### src/rtl/ai_cmp_pkg.sv
// Shared types and width helpers for the template-compare scheduler.
// Imported by the scheduler top and the best-score tracker.
package ai_cmp_pkg;

   typedef enum logic [2:0] {
      S_IDLE,
      S_INIT,
      S_STREAM,
      S_WAIT,
      S_NEXT,
      S_FINISH
   } state_t;

   // Cast down to the score width in use.
   localparam logic [63:0] SCORE_MAX = '1;

   function automatic int IDX_W(input int n);
      return (n > 1) ? $clog2(n) : 1;
   endfunction

   function automatic int ADDR_W(input int n);
      return (n > 1) ? $clog2(n) : 1;
   endfunction

endpackage

### src/rtl/ai_compare_best_tracker.sv
// Running argmin over template scores.
// Strict less-than, so on ties the earlier (lower) index is kept.
module ai_compare_best_tracker
   import ai_cmp_pkg::*;
#(
   parameter int IW      = 3,
   parameter int SCORE_W = 16
) (
   input  logic               clk,
   input  logic               rst,
   input  logic               clr,
   input  logic               upd,
   input  logic [SCORE_W-1:0] score,
   input  logic [IW-1:0]      idx,
   output logic [IW-1:0]      best_idx,
   output logic [SCORE_W-1:0] best_score
);

   always_ff @(posedge clk or posedge rst) begin
      if (rst) begin
         best_idx   <= '0;
         best_score <= SCORE_W'(SCORE_MAX);
      end else if (clr) begin
         best_idx   <= '0;
         best_score <= SCORE_W'(SCORE_MAX);
      end else if (upd && (score < best_score)) begin
         best_idx   <= idx;
         best_score <= score;
      end
   end

endmodule

### src/rtl/ai_compare_scheduler.sv
// Walks the comparer over every stored template for one feature frame,
// retrying on error/timeout and tracking the best (lowest) score.
module ai_compare_scheduler
   import ai_cmp_pkg::*;
#(
   parameter  int NUM_TEMPLATES = 8,
   parameter  int FRAME_LEN     = 64,
   parameter  int SCORE_W       = 16,
   parameter  int MAX_RETRY     = 2,
   parameter  int TIMEOUT       = 1024,
   localparam int IW            = IDX_W(NUM_TEMPLATES),
   localparam int AW            = ADDR_W(FRAME_LEN)
) (
   input  logic               clk,
   input  logic               rst,
   input  logic               start,
   output logic               busy,
   output logic               cmp_init,
   output logic [IW-1:0]      cmp_tmpl,
   output logic [AW-1:0]      sample_addr,
   output logic               cmp_valid,
   input  logic               cmp_ready,
   input  logic               cmp_done,
   input  logic [SCORE_W-1:0] cmp_score,
   input  logic               cmp_error,
   output logic               done,
   output logic [IW-1:0]      best_idx,
   output logic [SCORE_W-1:0] best_score,
   output logic               fail
);

   localparam int RW = (MAX_RETRY > 0) ? $clog2(MAX_RETRY + 1) : 1;
   localparam int WW = $clog2(TIMEOUT + 1);

   state_t        state;
   logic [IW-1:0] idx;
   logic [RW-1:0] retry;
   logic [WW-1:0] wd;

   logic xfer;
   logic tmo;
   logic err;
   logic trk_clr;
   logic trk_upd;

   assign cmp_tmpl = idx;
   assign xfer     = cmp_valid & cmp_ready;
   assign tmo      = (state == S_WAIT) && (wd == WW'(TIMEOUT - 1));
   assign err      = ((state == S_STREAM || state == S_WAIT) && cmp_error) || tmo;
   assign trk_clr  = (state == S_IDLE) && start;
   // An error in the same cycle as cmp_done discards that score.
   assign trk_upd  = (state == S_WAIT) && cmp_done && !err;

   always_ff @(posedge clk or posedge rst) begin
      if (rst) begin
         state       <= S_IDLE;
         busy        <= 1'b0;
         cmp_init    <= 1'b0;
         cmp_valid   <= 1'b0;
         done        <= 1'b0;
         fail        <= 1'b0;
         sample_addr <= '0;
         idx         <= '0;
         retry       <= '0;
         wd          <= '0;
      end else begin
         cmp_init <= 1'b0;
         done     <= 1'b0;
         if (err) begin
            cmp_valid <= 1'b0;
            if (retry < RW'(MAX_RETRY)) begin
               retry       <= retry + 1'b1;
               cmp_init    <= 1'b1;
               sample_addr <= '0;
               state       <= S_INIT;
            end else begin
               fail  <= 1'b1;
               state <= S_NEXT;
            end
         end else begin
            unique case (state)
               S_IDLE: begin
                  if (start) begin
                     busy        <= 1'b1;
                     idx         <= '0;
                     retry       <= '0;
                     fail        <= 1'b0;
                     cmp_init    <= 1'b1;
                     sample_addr <= '0;
                     state       <= S_INIT;
                  end
               end
               S_INIT: begin
                  cmp_valid   <= 1'b1;
                  sample_addr <= '0;
                  state       <= S_STREAM;
               end
               S_STREAM: begin
                  if (xfer) begin
                     if (sample_addr == AW'(FRAME_LEN - 1)) begin
                        cmp_valid <= 1'b0;
                        wd        <= '0;
                        state     <= S_WAIT;
                     end else begin
                        sample_addr <= sample_addr + 1'b1;
                     end
                  end
               end
               S_WAIT: begin
                  if (cmp_done) state <= S_NEXT;
                  else          wd    <= wd + 1'b1;
               end
               S_NEXT: begin
                  if (idx == IW'(NUM_TEMPLATES - 1)) begin
                     done  <= 1'b1;
                     busy  <= 1'b0;
                     state <= S_FINISH;
                  end else begin
                     idx         <= idx + 1'b1;
                     retry       <= '0;
                     cmp_init    <= 1'b1;
                     sample_addr <= '0;
                     state       <= S_INIT;
                  end
               end
               S_FINISH: state <= S_IDLE;
               default:  state <= S_IDLE;
            endcase
         end
      end
   end

   ai_compare_best_tracker #(
      .IW      (IW),
      .SCORE_W (SCORE_W)
   ) u_best (
      .clk        (clk),
      .rst        (rst),
      .clr        (trk_clr),
      .upd        (trk_upd),
      .score      (cmp_score),
      .idx        (idx),
      .best_idx   (best_idx),
      .best_score (best_score)
   );

endmodule
### config.mk
export PLATFORM = sky130hd
export DESIGN_NAME = ai_compare_scheduler
export DESIGN_NICKNAME = d
export VERILOG_FILES = /design/src/rtl/ai_cmp_pkg.sv /design/src/rtl/ai_compare_best_tracker.sv /design/src/rtl/ai_compare_scheduler.sv
export SDC_FILE = /design/constraint.sdc
export NUM_CORES = 1
export LEC_CHECK = 0
export CAP_MARGIN = 40
export CORE_MARGIN = 2
export CORE_UTILIZATION = 45
export CTS_CLUSTER_SIZE = 14
export DETAILED_ROUTE_END_ITERATION = 12
export PLACE_DENSITY = 0.68
export REMOVE_ABC_BUFFERS = 1
export SYNTH_ARGS = -nofsm -noshare
export SYNTH_HDL_FRONTEND = slang
export SYNTH_SLANG_ARGS = --single-unit
### constraint.sdc
create_clock -name clk -period 3.86 [get_ports clk]
set_input_delay 1.158 -clock clk [delete_from_list [all_inputs] [get_ports clk]]
set_output_delay 1.158 -clock clk [all_outputs]
set_load 0.02 [all_outputs]
* Word level (Yosys, flattened, before mapping)
Cells that the tools add are included.
** Storage, ports and cells
- Input port bits :: 22
- Register bits :: 49
- Output and inout port bits :: 33
** Cells by class
- $add $sub $neg :: 4
- Order comparisons :: 2
- Multiplexer cells :: 50
- Reduce and logical (&&, ||, !) cells :: 26
- Eq/ne operators :: 21
- Bitwise gates (word level) :: 2
** Operator list (number)
- 2-to-1 mux 6 bit :: 6
- 2-to-1 mux 11 bit :: 3
- 2-to-1 mux 3 bit :: 11
- 2-to-1 mux 16 bit :: 2
- one-hot mux 6 bit (4 select lines) :: 1
- one-hot mux 11 bit (2 select lines) :: 1
- < comparator 16 bit :: 1
- 2-to-1 mux 1 bit :: 16
- AND reduction 4 bit :: 4
- inequality test 3 bit, second input constant :: 5
- one-hot mux 3 bit (5 select lines) :: 1
- inequality test 2 bit, second input constant :: 6
- adder 11 x 1 -> 11 bit, second input constant :: 1
- equality test 11 x 10 -> 1 bit, second input constant :: 1
- nonzero test 2 bit :: 5
- 2-to-1 mux 2 bit :: 4
- adder 6 x 1 -> 6 bit, second input constant :: 1
- equality test 3 x 2 -> 1 bit, second input constant :: 2
- equality test 3 bit, second input constant :: 2
- equality test 6 bit, second input constant :: 1
- logical AND 1 bit :: 6
- one-hot mux 1 bit (2 select lines) :: 3
- one-hot mux 3 bit (2 select lines) :: 1
- AND reduction 3 bit :: 2
- other kinds (16) :: 19

* Logic depth before layout (Yosys ltp)
- Depth in word-level cells :: 9
- Gate-level depth with buffers :: 9
- Mapped depth without buffers :: 7

* Modules after synthesis
From an unflattened synthesis, not the netlist that was laid out.
** Unflattened totals
- Cells, all modules :: 312
- Area, all modules :: 2962.8 sq um
** Modules (own cells, without submodules)
- ai_compare_scheduler :: seq. area each 750.7 sq um, instances 1, cells each 175, area each 1690.4 sq um
- ai_compare_best_tracker :: seq. area each 495.5 sq um, instances 1, cells each 137, area each 1272.5 sq um

* Worst setup path before layout
No wires, ideal clock.
- Path type :: input to register
- Start :: input port cmp_score[11]
- End :: register u_best.best_idx[0]
- Arrival :: 2.540 ns
- Setup time :: 0.125 ns
- Stages on the path :: 7
- Path slack :: 1.194 ns
- Data required time :: 3.735 ns
- Path buffers :: 1
- Cells stage by stage :: ha_1 -> a21oi_1 -> o21ai_0 -> a221oi_2 -> o221ai_2 -> buf_6 -> mux2_4
** On the way
- Word-level cells in the longest chain between the ends :: 3
** Ends and longest elaborated chain
- start: declaration :: line ai_compare_scheduler.sv:24 : input logic [SCORE_W-1:0] cmp_score,
- < comparator 16 bit :: line ai_compare_best_tracker.sv:26 : end else if (upd && (score < best_score)) begin
- logical AND 1 bit :: line ai_compare_best_tracker.sv:26
- nonzero test 2 bit (no source line)
- end signal: assignment :: line ai_compare_best_tracker.sv:27 : best_idx <= idx;
- end: declaration :: line ai_compare_best_tracker.sv:15 : output logic [IW-1:0] best_idx,
Every way passes these cells.
A chain may end at the register's enable or synchronous reset.

* Worst setup path in the final report
- Start :: input port cmp_score[11]
- End :: register u_best.best_score[2]
** On the way
- Word-level cells in the longest chain between the ends :: 3
** Ends and longest elaborated chain
- < comparator 16 bit :: line ai_compare_best_tracker.sv:26
- logical AND 1 bit :: line ai_compare_best_tracker.sv:26
- nonzero test 2 bit (no source line)
- end signal: assignment :: line ai_compare_best_tracker.sv:22 : best_score <= SCORE_W'(SCORE_MAX);
- end signal: assignment :: line ai_compare_best_tracker.sv:25 : best_score <= SCORE_W'(SCORE_MAX);
- end signal: assignment :: line ai_compare_best_tracker.sv:28 : best_score <= score;
- end: declaration :: line ai_compare_best_tracker.sv:16 : output logic [SCORE_W-1:0] best_score
Every way passes these cells.

==> results.md <==
* Status: complete, no violations
* Yosys warns at 0
* Worst-skew pair later-pin latency at 0.31 ns
* Static leakage at 1.83 nW
* CP bufs+invs at 2
* Via count of the routed design at 2387
* First-pass GRT wire length at 11200 um
* WP data arrival at 3.44 ns
* NumNets Final at 408
* Post-CTS Resized at 0
* # setup viols final at 0
* Num CTS Buffers at 5
* Dpl hpwl at 4560 um
* Area post-placement at 3520 um2
* Top_reg_cell synth: dfrtp_1
* Area of the die at 7180 um2
* Async S/R FF share, synth at 100%
* Final setup TNS at 0 ns
* Hold-critical path depth at 1
* Remaining Overflow, GRT at 0
* Setup ws final at 0.656 ns
* CTS Buffer Depth at 2
* Worst min path class: reg -> reg
* Pre-antenna DRT Iters at 4
* Avg Cell Area, Syn at 9.31 um2
* CTS tree: done
* Number of synthesized flops with an enable pin at 0
* Ratio of cells with drive above 1 in the final layout at 11.7%
* Vias per cell at 5.36
* Register area share after synthesis at 42.5%
* Initial Utilization at 46.4%
* Layout area overhead at 22.9%
* Final GP Congestion at 0.843
* Cells on worst reg2reg path at 6
* WHS at 0.483 ns
* Wire per inst at 13.9 um
* Total GRT Usage at 19.0%
* Synth unique cells at 54
* Critical path start-end classification: in -> reg
* FF+latch count, synth at 49
* Hold_buf cts at 0
* CP Max Fanout at 11
* Crit end category: register
* Slowest cell on the critical path: o221ai_2
* Die W at 84.7 um
* Initial antenna violation count at 0
* Period minus WS final at 3.20 ns
* Final Cycle Share at 83.0%
* Critical path's largest stage delay at 0.55 ns
* Fin. max-slew vios at 0
* Setup crit start kind: primary input
* Sink Count at 49
* Root Driver: clkbuf_8
* Maximum VDD drop at 0.322 mV
* Site Rows at 29
* Setup bufs post-CTS at 0
* Drt drc at 0
* Worst Path Required at 4.09 ns
* Finished Cell Area at 3600 um2
* PwrDens at 633 nW/um2
* Worst Max-Slew Pin Slew at 0.824 ns
* Core area at 6310 um2
* PortBufs at 54
* Cell family with most CP delay: compound AO/OA/AOI/OAI gates
* RSZ-0062 raised after global routing: false
* Antenna cells at 0
* Mapped Cells at 315
* Vias in the first global route at 2349
* Instance count on the critical path at 8
* Hold Vio Cnt, Final at 0
* Final core utilization at 57.1%
* Synthesized area at 2930 um2
* Die Y at 84.7 um
* Max Cap Viol at 0
* Slew Limit Headroom at 44.7%
* Initial drt markers at 60
* Skew final at 0.0125 ns
* H-Tree Depth at 2
* Place WS at 0.320 ns
* Routed Antenna Nets at 0
* Ports at 55
* Fmax at 0.312 GHz
* Largest net degree at the start of global routing at 36
* CP Cell Sequence: clkdlybuf4s50_1, ha_1, nand2_1, o21ai_0, a221oi_2, o221ai_2, buf_4, mux2i_1
* Final WL at 6190 um
* CTS clk-pin slew, worst paths at 0.09 ns
-- cell usage in the layout, fill, tap and decap left out, drive strengths merged, types with 4 or more instances in the layout --
| cell | instances |
|---|---|
| a21oi | 12 |
| a22o | 5 |
| a31oi | 4 |
| and3 | 5 |
| clkbuf | 6 |
| clkdlybuf4s50 | 54 |
| dfrtp | 33 |
| dfstp | 16 |
| ha | 19 |
| inv | 39 |
| mux2i | 17 |
| nand2 | 27 |
| nand3 | 13 |
| nor2 | 42 |
| nor2b | 6 |
| nor4 | 4 |
| o21ai | 21 |
| o22a | 4 |
-- where the power goes --
part | internal, W | switching [W]
logic | 0.000504 | 0.000566
registers | 0.000728 | 0.000178
clock network | 0.000129 | 0.000177
-- state kept, by name (all words and copies together) (netlist names), 2 cells and up --
| name | cells |
|---|---|
| wd | 11 |
| retry | 2 |
| cmp_tmpl | 3 |
| sample_addr | 6 |
| u_best.best_idx | 3 |
| u_best.best_score | 16 |
| state | 3 |
-- kinds of logic after synthesis --
family,after synthesis,synth area share [%]
AOI/OAI and AO/OA,64,15.0
adders and majority gates,19,8.11
buffers and inverters,50,7.60
DFF,49,42.5
muxes,20,7.34
and+or+nand+nor,113,19.4
-- layout make-up --
type / instances / area [um2]
flip-flops and latches: 49 / 1250
well taps: 77 / 96.3
inverters: 38 / 143
repair buffers: 57 / 563
clock inverters: 2 / 13.8
multi-input cells: 216 / 1470
fillers: 582 / 2710
clock buffers: 6 / 72.6
-- final timing paths --
| kind | end | startpoint | slack (ns) |
|---|---|---|---|
| setup / recovery | u_best.best_score[2] | cmp_score[11] | 0.66 |
| hold / removal | retry[0] | retry[0] | 0.48 |
| setup reg to reg | u_best.best_score[2] | state[1] | 1.25 |
| hold reg to reg | retry[0] | retry[0] | 0.48 |
| max in group asynchronous | u_best.best_score[0] | rst | 1.81 |
| min in group asynchronous | cmp_init | rst | 1.29 |
-- cells in the mapped netlist, types with 2 or more instances --
cell type / n / area, um2
nand3_1: 13 / 65.1
dfstp_2: 16 / 420
nor2b_1: 6 / 37.5
buf_6: 2 / 22.5
inv_1: 38 / 143
a21o_1: 3 / 22.5
a31oi_1: 4 / 25.0
and3_4: 2 / 22.5
o22a_1: 4 / 35.0
mux2i_1: 17 / 170
nand2_1: 27 / 101
o21ai_0: 16 / 80.1
o31ai_1: 2 / 15.0
a21oi_1: 12 / 60.1
clkbuf_1: 4 / 15.0
mux2_4: 3 / 45.0
ha_1: 19 / 238
a22o_1: 5 / 43.8
nor3_1: 3 / 15.0
nor2_1: 41 / 154
buf_2: 4 / 20.0
or3_1: 2 / 12.5
and3_1: 3 / 18.8
o21ai_1: 5 / 25.0
or2_2: 2 / 12.5
dfrtp_1: 33 / 826
nor4_1: 2 / 12.5
-- stage by stage --
stage,instances,total power (W)
final,445,0.00228
after global routing,445,0.00248
after CTS,445,0.00231
after detailed placement,437,0.00199
after global placement,437,0.00197
after floorplan,303,0.00156
-- routing by layer --
metal | track usage (%) | vias to the layer above | part of all wire [%]
li1 | - | 1183 | -
met1 | 26.9 | 1144 | 51
met2 | 30.1 | 52 | 43
met3 | 3.24 | 8 | 4.3
met4 | 5.19 | 0 | 1.4
met5 | 0 | - | 0
-- worst register-to-register path: cells and delay by family, from the launching register on --
kind	cells	cell delay (ns)
simple gates	3	1.14
flops	1	0.57
compound gates	1	0.32
buf+inv	1	0.31
mux	1	0.19
No activity file was read; power rests on OpenSTA's default activity.
